--- config.mk ---
export PLATFORM = sky130hd
export DESIGN_NAME = hazard_ctrl_unit_flat
export DESIGN_NICKNAME = d
export VERILOG_FILES = /design/src/rtl/hazard_ctrl_unit_pkg.sv /design/src/rtl/hazard_ctrl_unit_if.sv /design/src/rtl/hazard_ctrl_unit_rv_src_decode.sv /design/src/rtl/hazard_ctrl_unit.sv /design/src/flat_wrapper.sv
export SDC_FILE = /design/constraint.sdc
export NUM_CORES = 1
export LEC_CHECK = 0
export ABC_AREA = 1
export ABC_CLOCK_PERIOD_IN_PS = 3600
export CAP_MARGIN = 5
export CORE_MARGIN = 2
export CORE_UTILIZATION = 50
export CTS_CLUSTER_DIAMETER = 80
export DETAILED_ROUTE_END_ITERATION = 6
export MAX_ROUTING_LAYER = met4
export PLACE_DENSITY = 0.83
export SLEW_MARGIN = 15
export SYNTH_ARGS = -nofsm -noshare
export SYNTH_HDL_FRONTEND = slang
export SYNTH_SLANG_ARGS = --single-unit
--- constraint.sdc ---
create_clock -name clk_i -period 3.6 [get_ports clk_i]
set_input_delay 0.9 -clock clk_i [delete_from_list [all_inputs] [get_ports clk_i]]
set_output_delay 0.9 -clock clk_i [all_outputs]
set_load 0.02 [all_outputs]
--- src/rtl/hazard_ctrl_unit_pkg.sv ---
// hazard_ctrl_unit_pkg: RV32I opcodes, FSM states and in-flight destination shadow type
package hazard_ctrl_unit_pkg;
    localparam logic [6:0] OP_LOAD   = 7'b0000011;
    localparam logic [6:0] OP_STORE  = 7'b0100011;
    localparam logic [6:0] OP_BRANCH = 7'b1100011;
    localparam logic [6:0] OP_OP     = 7'b0110011;
    localparam logic [6:0] OP_IMM    = 7'b0010011;
    localparam logic [6:0] OP_JAL    = 7'b1101111;
    localparam logic [6:0] OP_JALR   = 7'b1100111;
    localparam logic [6:0] OP_LUI    = 7'b0110111;
    localparam logic [6:0] OP_AUIPC  = 7'b0010111;

    typedef enum logic [1:0] {ST_RUN, ST_STALL, ST_FREEZE} state_e;

    typedef struct packed {
        logic [4:0] rd;
        logic       wr;
        logic       ld;
    } shadow_t;

    localparam shadow_t SHADOW_NONE = '0;

    function automatic logic raw_hit(logic used, logic [4:0] rs, shadow_t s);
        return used && s.wr && (rs == s.rd);
    endfunction
endpackage

--- src/rtl/hazard_ctrl_unit_if.sv ---
// hazard_ctrl_unit_if: ID-stage inputs and pipeline control outputs of the hazard unit
interface hazard_ctrl_unit_if #(parameter int CNT_W = 16);
    logic             if_id_valid;
    logic [31:0]      if_id_inst;
    logic             br_taken;
    logic             dmem_busy;
    logic             pc_write;
    logic             if_id_write;
    logic             if_id_flush;
    logic             id_ex_bubble;
    logic             id_ex_flush;
    logic             freeze;
    logic [CNT_W-1:0] stall_cnt;
    logic [CNT_W-1:0] flush_cnt;

    modport master (
        output if_id_valid, if_id_inst, br_taken, dmem_busy,
        input  pc_write, if_id_write, if_id_flush, id_ex_bubble, id_ex_flush, freeze, stall_cnt, flush_cnt
    );
    modport slave (
        input  if_id_valid, if_id_inst, br_taken, dmem_busy,
        output pc_write, if_id_write, if_id_flush, id_ex_bubble, id_ex_flush, freeze, stall_cnt, flush_cnt
    );
endinterface

--- src/rtl/hazard_ctrl_unit_rv_src_decode.sv ---
// rv_src_decode: opcode -> source usage, destination write and load flags
module rv_src_decode
    import hazard_ctrl_unit_pkg::*;
(
    input  logic [6:0] opcode_i,
    output logic       rs1_used_o,
    output logic       rs2_used_o,
    output logic       rd_write_o,
    output logic       is_load_o
);
    assign rs1_used_o = opcode_i inside {OP_JALR, OP_BRANCH, OP_LOAD, OP_STORE, OP_IMM, OP_OP};
    assign rs2_used_o = opcode_i inside {OP_BRANCH, OP_STORE, OP_OP};
    assign rd_write_o = opcode_i inside {OP_LUI, OP_AUIPC, OP_JAL, OP_JALR, OP_LOAD, OP_IMM, OP_OP};
    assign is_load_o  = (opcode_i == OP_LOAD);
endmodule

--- src/rtl/hazard_ctrl_unit.sv ---
// hazard_ctrl_unit: load-use/RAW stalls, taken-branch flushes and DMEM-wait freezes for a 5-stage RV32I pipe
module hazard_ctrl_unit
    import hazard_ctrl_unit_pkg::*;
#(
    parameter bit FWD_EN = 1'b1,
    parameter int CNT_W  = 16
) (
    input logic               clk_i,
    input logic               rst_n_i,
    hazard_ctrl_unit_if.slave hz_if
);
    logic             rs1_used, rs2_used, rd_write, is_load;
    logic             use1, use2, hit_idex, hit_exmem, hit_memwb;
    logic             busy, flush, stall, stall_cond;
    logic [4:0]       rs1, rs2, rd;
    shadow_t          idex_q, exmem_q, memwb_q, idex_d;
    state_e           state_q, state_d;
    logic [CNT_W-1:0] stall_cnt_q, stall_cnt_d, flush_cnt_q, flush_cnt_d;

    rv_src_decode u_dec (
        .opcode_i   (hz_if.if_id_inst[6:0]),
        .rs1_used_o (rs1_used),
        .rs2_used_o (rs2_used),
        .rd_write_o (rd_write),
        .is_load_o  (is_load)
    );

    assign rs1  = hz_if.if_id_inst[19:15];
    assign rs2  = hz_if.if_id_inst[24:20];
    assign rd   = hz_if.if_id_inst[11:7];
    assign use1 = hz_if.if_id_valid && rs1_used;
    assign use2 = hz_if.if_id_valid && rs2_used;

    assign hit_idex  = raw_hit(use1, rs1, idex_q)  || raw_hit(use2, rs2, idex_q);
    assign hit_exmem = raw_hit(use1, rs1, exmem_q) || raw_hit(use2, rs2, exmem_q);
    assign hit_memwb = raw_hit(use1, rs1, memwb_q) || raw_hit(use2, rs2, memwb_q);
    // without forwarding the register file is not write-through, so every older producer blocks
    assign stall_cond = FWD_EN ? (hit_idex && idex_q.ld) : (hit_idex || hit_exmem || hit_memwb);

    assign busy  = hz_if.dmem_busy;
    assign flush = hz_if.br_taken && !busy;
    assign stall = stall_cond && !busy && !hz_if.br_taken;

    assign hz_if.freeze       = busy;
    assign hz_if.pc_write     = !busy && !stall;
    assign hz_if.if_id_write  = !busy && !stall;
    assign hz_if.if_id_flush  = flush;
    assign hz_if.id_ex_flush  = flush;
    assign hz_if.id_ex_bubble = stall;
    assign hz_if.stall_cnt    = stall_cnt_q;
    assign hz_if.flush_cnt    = flush_cnt_q;

    always_comb begin
        idex_d      = (stall || flush || !hz_if.if_id_valid) ? SHADOW_NONE
                    : shadow_t'({rd, rd_write && (rd != 5'd0), is_load && rd_write && (rd != 5'd0)});
        stall_cnt_d = (stall && !(&stall_cnt_q)) ? stall_cnt_q + 1'b1 : stall_cnt_q;
        flush_cnt_d = (flush && !(&flush_cnt_q)) ? flush_cnt_q + 1'b1 : flush_cnt_q;
        state_d     = state_q;
        case (state_q)
            ST_FREEZE: state_d = busy ? ST_FREEZE : (stall ? ST_STALL : ST_RUN);
            default:   state_d = busy ? ST_FREEZE : (stall ? ST_STALL : ST_RUN);
        endcase
    end

    always_ff @(posedge clk_i or negedge rst_n_i) begin
        if (!rst_n_i) begin
            state_q     <= ST_RUN;
            idex_q      <= SHADOW_NONE;
            exmem_q     <= SHADOW_NONE;
            memwb_q     <= SHADOW_NONE;
            stall_cnt_q <= '0;
            flush_cnt_q <= '0;
        end else begin
            state_q <= state_d;
            if (!busy) begin
                memwb_q     <= exmem_q;
                exmem_q     <= idex_q;
                idex_q      <= idex_d;
                stall_cnt_q <= stall_cnt_d;
                flush_cnt_q <= flush_cnt_d;
            end
        end
    end
endmodule

--- src/flat_wrapper.sv ---
// flat-port wrapper written by rule: the top's interface ports become plain ports
module hazard_ctrl_unit_flat import hazard_ctrl_unit_pkg::*;
#(
    parameter bit FWD_EN = 1'b1,
    parameter int CNT_W  = 16
)
  (clk_i, rst_n_i, hz_if_if_id_valid, hz_if_if_id_inst, hz_if_br_taken, hz_if_dmem_busy, hz_if_pc_write, hz_if_if_id_write, hz_if_if_id_flush, hz_if_id_ex_bubble, hz_if_id_ex_flush, hz_if_freeze, hz_if_stall_cnt, hz_if_flush_cnt);
  hazard_ctrl_unit_if #(.CNT_W(CNT_W)) hz_if_i ();
  input logic clk_i;
  input logic rst_n_i;
  input wire logic [$bits(hz_if_i.if_id_valid)-1:0] hz_if_if_id_valid;
  input wire logic [$bits(hz_if_i.if_id_inst)-1:0] hz_if_if_id_inst;
  input wire logic [$bits(hz_if_i.br_taken)-1:0] hz_if_br_taken;
  input wire logic [$bits(hz_if_i.dmem_busy)-1:0] hz_if_dmem_busy;
  output wire logic [$bits(hz_if_i.pc_write)-1:0] hz_if_pc_write;
  output wire logic [$bits(hz_if_i.if_id_write)-1:0] hz_if_if_id_write;
  output wire logic [$bits(hz_if_i.if_id_flush)-1:0] hz_if_if_id_flush;
  output wire logic [$bits(hz_if_i.id_ex_bubble)-1:0] hz_if_id_ex_bubble;
  output wire logic [$bits(hz_if_i.id_ex_flush)-1:0] hz_if_id_ex_flush;
  output wire logic [$bits(hz_if_i.freeze)-1:0] hz_if_freeze;
  output wire logic [$bits(hz_if_i.stall_cnt)-1:0] hz_if_stall_cnt;
  output wire logic [$bits(hz_if_i.flush_cnt)-1:0] hz_if_flush_cnt;
  assign hz_if_i.if_id_valid = hz_if_if_id_valid;
  assign hz_if_i.if_id_inst = hz_if_if_id_inst;
  assign hz_if_i.br_taken = hz_if_br_taken;
  assign hz_if_i.dmem_busy = hz_if_dmem_busy;
  assign hz_if_pc_write = hz_if_i.pc_write;
  assign hz_if_if_id_write = hz_if_i.if_id_write;
  assign hz_if_if_id_flush = hz_if_i.if_id_flush;
  assign hz_if_id_ex_bubble = hz_if_i.id_ex_bubble;
  assign hz_if_id_ex_flush = hz_if_i.id_ex_flush;
  assign hz_if_freeze = hz_if_i.freeze;
  assign hz_if_stall_cnt = hz_if_i.stall_cnt;
  assign hz_if_flush_cnt = hz_if_i.flush_cnt;
  hazard_ctrl_unit #(.FWD_EN(FWD_EN), .CNT_W(CNT_W)) u_core (.clk_i(clk_i), .rst_n_i(rst_n_i), .hz_if(hz_if_i));
endmodule
==> run summary <==
Via density = 4.91
Detail Placement HPWL = 4030 um
Core ar. = 0.00466 mm^2
Skew final = 4.64 ps
Total Routed Length = 5200 um
Die width = 72.9 um
Die H = 72.9 um
Combinational share of power = 23.7%
Status = completed
Post-synthesis sequential area ratio = 41.1%
Critical Path Fanout Max = 4
RSZ-0062 raised after global routing = false
Syn_nets = 355
# nets final = 431
Hold Fails Final Rpt = 0
Most frequent cells in the layout = 94 x nand2_1, 60 x clkdlybuf4s50_1, 55 x inv_1
Routed length per instance = 11.7 um
Gp weighted congestion = 0.854
Starting Density = 50.9%
Dpl cell area = 0.00312 mm^2
Pwr Total = 1.06 mW
Worst min path class = reg2reg
Buf/Inv on CP = 2
Max clock buf depth = 2
CTS tree = done
Flop2flop setup slack = 1860 ps
Worst rel slew slack = 43.8%
Top delay family on crit path = buffers and inverters
Worst path max stage delay = 460 ps
Final instance area = 0.00321 mm^2
Clock power share = 28.1%
Psw = 0.320 mW
Crit-path cells = clkdlybuf4s50_1, nor2_1, nand2_1, nor2_1, nand2_1, nor2_1, nor2_1, nor2_4, dlygate4sd2_1
Worst-Margin Slew = 842 ps
Final min period = 3370 ps
Grt ovf = 0
Post-route insts no fill = 446
Starting DRT DRC Count = 100
Largest net degree at the start of global routing = 40
CP most frequent cell = nor2_1
GRT Util Overall = 21.3%
R2R cell count = 7
Clk sink count = 39
Post-synthesis cell type count = 26
Warnings from Yosys = 0
Pre-antenna DRT Iters = 4
CP Data Required Time = 2700 ps
CTS buffer count = 5
Cells after synthesis = 316
Post-CTS Setup Bufs = 0
Sequential power share = 48.2%
Commonest non-fill, non-tap cell in the layout = nand2_1
Vias = 2192
Syn Area/Cell = 7.51 um^2
CP Class = in2out
Synthesis-stage register bit count = 39
DRT antenna net count = 0
Root Buffer = clkbuf_8
CP Data Arrival Time = 2470 ps
Stages on the worst setup path = 9
Port Buf Inserts = 64
Post-Place Cells = 439
Final worst-path cycle share = 93.7%
Int Pwr = 0.744 mW
Switch share = 30.1%
First-pass GRT wire length = 8660 um
Clock Latency Late Sink = 290 ps
Clock Pin Slew Worst Setup and Hold Paths = 70 ps
Vias in the first global route = 2097
Initial antenna violation count = 0
Slew Viols, Final = 0
Die area = 0.00531 mm^2
Drt drc = 0
Slowest-stage cell, CP = clkdlybuf4s50_1
Post-synthesis cell area = 0.00237 mm^2
Hold path cells = 1
Power Dens Cells = 332 mW/mm^2
MaxCap Viol Count = 0
IO Pins = 75
Diodes inserted = 0
Final setup violation count = 0
CP endpoint kind = output pin
Hold buffer count at CTS = 0
Share of layout cells above drive strength 1 = 9.44%
H-Tree Level Count = 2
Static Leak = 1.64 nW
F_max = 0.297 GHz
VDD IR max = 0.000409 V
Row count = 25
Layout area overhead = 35.2%
Element type at the critical path start = input port
-- power groups by stage --
stage / registers (mW) / clock network, mW / logic, mW
floorplan: 0.549 / 0 / 0.0913
global placement: 0.518 / 0 / 0.247
detailed placement: 0.519 / 0 / 0.253
CTS: 0.512 / 0.302 / 0.255
global route: 0.519 / 0.324 / 0.275
finish: 0.514 / 0.299 / 0.252
-- kinds of logic (layout without fill, tap and decap cells) --
| family | Yosys count | in the layout | share of synthesized area (%) |
|---|---|---|---|
| and+or+nand+nor | 177 | 177 | 35.6 |
| buffers and inverters | 61 | 137 | 10.2 |
| DFF | 39 | 39 | 41.1 |
| xor gates and xnor gates | 25 | 25 | 9.23 |
| AOI/OAI and AO/OA | 12 | 12 | 2.80 |
| adders and majority gates | 2 | 2 | 1.05 |
-- sequential cells by signal (all words and copies together), names as in the netlist --
| name | count |
|---|---|
| u_core.hz_if.stall_cnt | 16 |
| u_core.hz_if.flush_cnt | 16 |
| u_core.idex_q | 7 |
-- repair_timing --
| item | in CTS | in global routing |
|---|---|---|
| gates resized for setup | 1 | 2 |
| cloned | 0 | 0 |
| setup endpoints to repair | 1 | 2 |
-- area by class of cell --
type,instances,area [um^2]
multi-input cells,216,1150
clock buffers,6,82.6
inverters,57,214
clock inverters,1,5.00
fillers,384,1450
flip-flops and latches,39,976
well taps,54,67.6
repair buffers,73,707
-- through the flow --
stage               utilization (%)  TNS [ps]  hold WS, ps  setup WS (ps)
global route                   68.8         0          521            113
detailed placement             66.8     -11.7          486          -11.7
finish                         68.8         0          503            228
global placement               66.8         0          478           14.3
floorplan                         -         0          470            817
CTS                            68.7         0          503           9.21
-- per-layer routing --
layer	vias up	share of wire (%)	global-route usage [%]
li1	1121	-	-
met1	1012	43	25.3
met2	49	51	36.2
met3	10	4.2	4.28
met4	0	1.9	7.20
met5	-	0	-
-- Yosys cell counts --
| cell | number | area, um^2 |
|---|---|---|
| nand2_1 | 94 | 353 |
| inv_1 | 55 | 206 |
| dfrtp_1 | 39 | 976 |
| nor2_1 | 27 | 101 |
| nand3_1 | 18 | 90.1 |
| xor2_1 | 18 | 158 |
| nand4_1 | 9 | 56.3 |
| nor2_4 | 8 | 90.1 |
| nor3_1 | 8 | 40.0 |
| o21ai_0 | 7 | 35.0 |
| xnor2_1 | 7 | 61.3 |
| buf_4 | 3 | 22.5 |
| nand2_2 | 3 | 18.8 |
| nand3b_1 | 3 | 22.5 |
| a21oi_1 | 2 | 10.0 |
| ha_1 | 2 | 25.0 |
| inv_2 | 2 | 7.51 |
| nor3_2 | 2 | 20.0 |
| o31ai_1 | 2 | 15.0 |
| buf_2 | 1 | 5.00 |
| nand3_2 | 1 | 10.0 |
| nand3_4 | 1 | 17.5 |
| nand4_2 | 1 | 12.5 |
| nor2_2 | 1 | 6.26 |
| o22ai_1 | 1 | 6.26 |
| or2_2 | 1 | 6.26 |
-- worst paths after layout --
path / endpoint / from
worst min-delay path: u_core.hz_if.flush_cnt[14] / u_core.hz_if.flush_cnt[14]
min in group asynchronous: u_core.hz_if.stall_cnt[11] / rst_n_i
worst max register to register: u_core.hz_if.stall_cnt[4] / u_core.hz_if.stall_cnt[1]
max in group asynchronous: u_core.idex_q[0] / rst_n_i
worst min register to register: u_core.hz_if.flush_cnt[14] / u_core.hz_if.flush_cnt[14]
worst max-delay path: hz_if_id_ex_bubble / hz_if_if_id_inst[3]
No activity file was read; power rests on OpenSTA's default activity.
